<file path="src/rtl/bus_arbiter.sv">
// Round-robin bus arbiter with a per-tenure hold limit for the shared processor bus.
// Latency: a request sampled at one edge is granted at the next edge; outputs are registered.
// Backpressure: none; requesters hold req high and wait for their index on grant_idx.
//
// Ports:
//   clk         - single clock, rising edge
//   rst         - asynchronous active-high reset
//   req         - per-requester level-sensitive bus request
//   grant_idx   - encoded index of the current owner (feeds the enable decoder)
//   grant_valid - grant_idx names a real owner; decoder output ignored when low
module bus_arbiter #(
    parameter int N_REQ     = 8,
    parameter int IDX_WIDTH = 3,
    parameter int MAX_HOLD  = 4
) (
    input  logic                 clk,
    input  logic                 rst,
    input  logic [N_REQ-1:0]     req,
    output logic [IDX_WIDTH-1:0] grant_idx,
    output logic                 grant_valid
);

    // A one-cycle limit still needs a one-bit counter that simply stays at zero.
    localparam int CNT_W = (MAX_HOLD > 1) ? $clog2(MAX_HOLD) : 1;
    localparam logic [IDX_WIDTH-1:0] LAST_IDX  = IDX_WIDTH'(N_REQ - 1);
    localparam logic [CNT_W-1:0]     HOLD_LAST = CNT_W'(MAX_HOLD - 1);
    localparam logic [IDX_WIDTH:0]   N_WIDE    = (IDX_WIDTH + 1)'(N_REQ);

    typedef enum logic {
        IDLE  = 1'b0,
        OWNED = 1'b1
    } state_t;

    state_t               state_q, state_d;
    logic [IDX_WIDTH-1:0] ptr_q, ptr_d;
    logic [CNT_W-1:0]     hold_cnt_q, hold_cnt_d;
    logic [IDX_WIDTH-1:0] grant_idx_q, grant_idx_d;

    logic [N_REQ-1:0]     owner_mask;
    logic                 owner_req;
    logic [N_REQ-1:0]     others;
    logic [IDX_WIDTH-1:0] next_start;
    logic [IDX_WIDTH:0]   srch_idle;
    logic [IDX_WIDTH:0]   srch_others;

    // (i + 1) mod N_REQ, for i already in 0..N_REQ-1.
    function automatic logic [IDX_WIDTH-1:0] wrap_inc(input logic [IDX_WIDTH-1:0] i);
        return (i == LAST_IDX) ? '0 : i + IDX_WIDTH'(1);
    endfunction

    // Returns {found, winner}: first set bit of r scanning upward from start,
    // wrapping modulo N_REQ. The doubled vector shifted by start puts the
    // scan origin at bit 0, so the winner is start plus the offset of the
    // lowest set bit.
    function automatic logic [IDX_WIDTH:0] search(input logic [N_REQ-1:0]     r,
                                                  input logic [IDX_WIDTH-1:0] start);
        logic [2*N_REQ-1:0] dbl;
        logic [N_REQ-1:0]   rot;
        logic               found;
        logic [IDX_WIDTH:0] off;
        logic [IDX_WIDTH:0] sum;
        dbl   = {r, r} >> start;
        rot   = dbl[N_REQ-1:0];
        found = 1'b0;
        off   = '0;
        for (int i = 0; i < N_REQ; i++) begin
            if (!found) begin
                if (rot[0]) begin
                    found = 1'b1;
                end else begin
                    rot = rot >> 1;
                    off = off + (IDX_WIDTH + 1)'(1);
                end
            end
        end
        sum = {1'b0, start} + off;
        if (sum >= N_WIDE) begin
            sum = sum - N_WIDE;
        end
        return {found, sum[IDX_WIDTH-1:0]};
    endfunction

    always_comb begin
        owner_mask  = N_REQ'(1) << grant_idx_q;
        owner_req   = |(req & owner_mask);
        others      = req & ~owner_mask;
        next_start  = wrap_inc(grant_idx_q);
        srch_idle   = search(req, ptr_q);
        srch_others = search(others, next_start);
    end

    always_comb begin
        state_d     = state_q;
        ptr_d       = ptr_q;
        hold_cnt_d  = hold_cnt_q;
        grant_idx_d = grant_idx_q;

        case (state_q)
            IDLE: begin
                // grant_idx is left alone while idle; only grant_valid drops.
                if (srch_idle[IDX_WIDTH]) begin
                    grant_idx_d = srch_idle[IDX_WIDTH-1:0];
                    hold_cnt_d  = '0;
                    state_d     = OWNED;
                end
            end
            OWNED: begin
                if (!owner_req) begin
                    // Release: hand straight to the next waiter, no idle bus cycle.
                    ptr_d = next_start;
                    if (srch_others[IDX_WIDTH]) begin
                        grant_idx_d = srch_others[IDX_WIDTH-1:0];
                        hold_cnt_d  = '0;
                    end else begin
                        state_d = IDLE;
                    end
                end else if (hold_cnt_q == HOLD_LAST) begin
                    // Tenure expired: preempt if contended, otherwise the lone
                    // owner keeps the bus and the counter wraps.
                    hold_cnt_d = '0;
                    if (srch_others[IDX_WIDTH]) begin
                        ptr_d       = next_start;
                        grant_idx_d = srch_others[IDX_WIDTH-1:0];
                    end
                end else begin
                    hold_cnt_d = hold_cnt_q + CNT_W'(1);
                end
            end
            default: begin
                state_d = IDLE;
            end
        endcase
    end

    always_ff @(posedge clk or posedge rst) begin
        if (rst) begin
            state_q     <= IDLE;
            ptr_q       <= '0;
            hold_cnt_q  <= '0;
            grant_idx_q <= '0;
        end else begin
            state_q     <= state_d;
            ptr_q       <= ptr_d;
            hold_cnt_q  <= hold_cnt_d;
            grant_idx_q <= grant_idx_d;
        end
    end

    assign grant_idx   = grant_idx_q;
    assign grant_valid = (state_q == OWNED);

endmodule

</file>
<file path="config.mk">
export PLATFORM = sky130hd
export DESIGN_NAME = bus_arbiter
export DESIGN_NICKNAME = d
export VERILOG_FILES = /design/src/rtl/bus_arbiter.sv
export SDC_FILE = /design/constraint.sdc
export NUM_CORES = 1
export LEC_CHECK = 0
export CORE_MARGIN = 2
export CORE_UTILIZATION = 50
export DETAILED_ROUTE_END_ITERATION = 10
export PLACE_DENSITY = 0.8
export SLEW_MARGIN = 20
export SYNTH_ARGS = -nofsm -noshare
export SYNTH_HDL_FRONTEND = slang
export SYNTH_SLANG_ARGS = --single-unit
</file>
<file path="constraint.sdc">
create_clock -name clk -period 6.7 [get_ports clk]
set_input_delay 1.675 -clock clk [delete_from_list [all_inputs] [get_ports clk]]
set_output_delay 1.675 -clock clk [all_outputs]
set_load 0.02 [all_outputs]
</file>
==> results.json <==
{
  "grt_pass1_wl_mm": 11.2,
  "reg2reg_slack_ns": 0.47,
  "grt_pass1_vias": 2479,
  "path_max_fanout": 6,
  "worst_pin_slew_ns": 0.862,
  "clkSlewWorstSetupHoldPaths_ns": 0.04,
  "synthCells": 273,
  "maxSlewViolCount": 0,
  "cp-end-kind": "register",
  "path_class": "input port to register",
  "tritoncts": "built",
  "final.period_utilization_pct": 97.6,
  "insertion_delay_ns": 0.23,
  "core.rowCount": 24,
  "synth_edf_count": 0,
  "synth_fp_nets": 304,
  "wl_per_cell_um": 17.0,
  "critPathRequiredTime_ns": 6.83,
  "grt_overflow": 0,
  "cp_data_arrival_time_ns": 6.67,
  "holdBufCountCts": 0,
  "finalCriticalPeriod_ns": 6.54,
  "yosysSeqAreaShare_pct": 9.70,
  "via_per_inst": 6.30,
  "hold_violations": 0,
  "max_freq_mhz": 153,
  "grt_max_degree": 19,
  "hold_class": "register to register",
  "cts_max_level": 1,
  "final_util_pct": 70.5,
  "max_slew_margin_pct": 42.5,
  "netlist.top_cell.by_area": "mux2i_1",
  "skew_ns": 0.00244,
  "fillerInstances": 332,
  "dr_total_vias": 2515,
  "drive_gt1_share_pct": 38.9,
  "initial_utilization_pct": 52.6,
  "fin_nets": 379,
  "clock-sinks": 9,
  "portBuffers": 13,
  "synthTopCellsByArea": "mux2i_1 10%, ha_1 10%, dfrtp_1 9.7%",
  "yosys_warnings": 0,
  "clock_path_buffers": 2,
  "final.setup.worst_slack_ns": 0.159,
  "drt_iter0_markers": 240,
  "synth_top_area_share_pct": 10.4,
  "synth.distinct_cells": 67,
  "io_pins": 14,
  "die_w_um": 72.1,
  "synthArstFlopShare_pct": 100,
  "avgSynthCellArea_um2": 8.50,
  "coreArea_um2": 4410,
  "die_h_um": 72.1,
  "hpwl_mm": 5.21,
  "yosys_most_used_dff": "dfrtp_1",
  "worstSetupStartpointType": "input port",
  "finalSetupViolCount": 0,
  "cts_buffers": 3,
  "final_cell_mix": "62 x buf_4, 24 x mux2i_1, 19 x nor2_1",
  "diodes": 0,
  "die_area_um2": 5200,
  "final_common_cell": "buf_4",
  "synthToLayoutAreaGrowth_pct": 34.1,
  "drcViolationCount": 0,
  "drt_wl_total_mm": 6.78,
  "gp_congestion": 0.953,
  "ys_ff_latch": 9,
  "drtAntennaViolNets": 0,
  "antenna_found_initial": 0,
  "cts.root.buffer_cell": "clkbuf_8",
  "pre_cts_ws_ns": -0.662,
  "drtPass1Iterations": 5,
  "grt.total_usage_pct": 26.3,
  "outcome": "completed",
  "maxCapViolations": 0,
  "syn_area_um2": 2320,
  "rsz0062_at_grt": "yes"
}
-- cell type report --
type                            count  area, µm²  area share [%]
Tap cell                           52       65.1            2.09
Inverter                           21       83.8            2.69
Sequential cell                     9        225            7.23
Timing Repair Buffer               79        619            19.9
Multi-Input combinational cell    234       2070            66.6
Clock buffer                        4       45.0            1.45
-- per-stage QoR --
step	hold slack, ns	setup TNS (ns)	std cells	cell area (µm²)
floorplan	0.470	0	273	2320
global placement	0.483	-0.445	388	2910
detailed placement	0.500	-0.668	388	2910
CTS	0.509	0	395	3060
global route	0.529	-0.0525	399	3110
finish	0.510	0	399	3110
-- routing by layer --
| metal | share of wire (%) | vias up | GRT usage [%] |
|---|---|---|---|
| met5 | 0 | - | 0 |
| met4 | 1.0 | 0 | 3.77 |
| met3 | 4.5 | 10 | 1.81 |
| met2 | 53 | 98 | 51.1 |
| met1 | 41 | 1217 | 32.2 |
| li1 | - | 1190 | - |
-- cell usage after synthesis (7+ instances only) --
cell,count
dfrtp_1,9
mux2i_1,24
inv_1,18
nand2b_1,7
nor2_1,20
ha_1,19
nand2_1,17
nand4_1,7
mux2_2,11
xnor2_1,10
a21oi_1,11
o21ai_0,8
nand3_1,8
-- worst paths after layout --
kind	startpoint	endpoint	depth (start not counted)
min in group asynchronous	rst	grant_valid	2
worst min register to register	hold_cnt_q[1]	hold_cnt_q[1]	1
max in group asynchronous	rst	grant_idx[2]	2
worst min-delay path	hold_cnt_q[1]	hold_cnt_q[1]	1
worst max register to register	grant_idx[0]	grant_idx[2]	29
worst max-delay path	req[6]	grant_idx[2]	26
-- kinds of logic (layout without fill, tap and decap cells) --
group / after synthesis / count (layout) / synth area share [%]
muxes: 48 / 48 / 25.0
AOI/OAI and AO/OA: 68 / 68 / 23.7
adders and majority gates: 21 / 21 / 12.0
xor gates and xnor gates: 10 / 10 / 3.77
buffers and inverters: 30 / 104 / 5.82
DFF: 9 / 9 / 9.70
and+or+nand+nor: 87 / 87 / 20.0
-- flip-flops by register name, indices dropped and copies added (netlist names) --
signal and cells:
hold_cnt_q 2, ptr_q 3, grant_valid 1, grant_idx 3
-- critical path, stage by stage --
cell and delay [ns]:
buf_6 0.09, buf_6 0.12, mux2_4 0.27, mux4_2 0.54, inv_2 0.08, a21oi_2 0.05
ha_1 0.27, inv_1 0.04, a21boi_2 0.14, ha_1 0.25, mux2_4 0.29, ha_4 0.27
inv_2 0.03, a21oi_2 0.12, ha_1 0.25, a21oi_2 0.14, a21oi_2 0.08, ha_1 0.29
mux2_4 0.29, fa_2 0.37, xnor2_2 0.14, xnor2_1 0.23, xnor2_1 0.17, xnor2_1 0.18
nor3_2 0.08, a221oi_2 0.21
-- timing repair --
action / CTS / global route
resized for setup: 30 / 29
endpoints found under the setup margin: 1 / 1
pin swaps: 12 / 15
setup buffers: 3 / 4
Power is left out: the tool's default activity adds up to more than one toggle a clock period on the data nets, which glitch-free logic cannot reach.
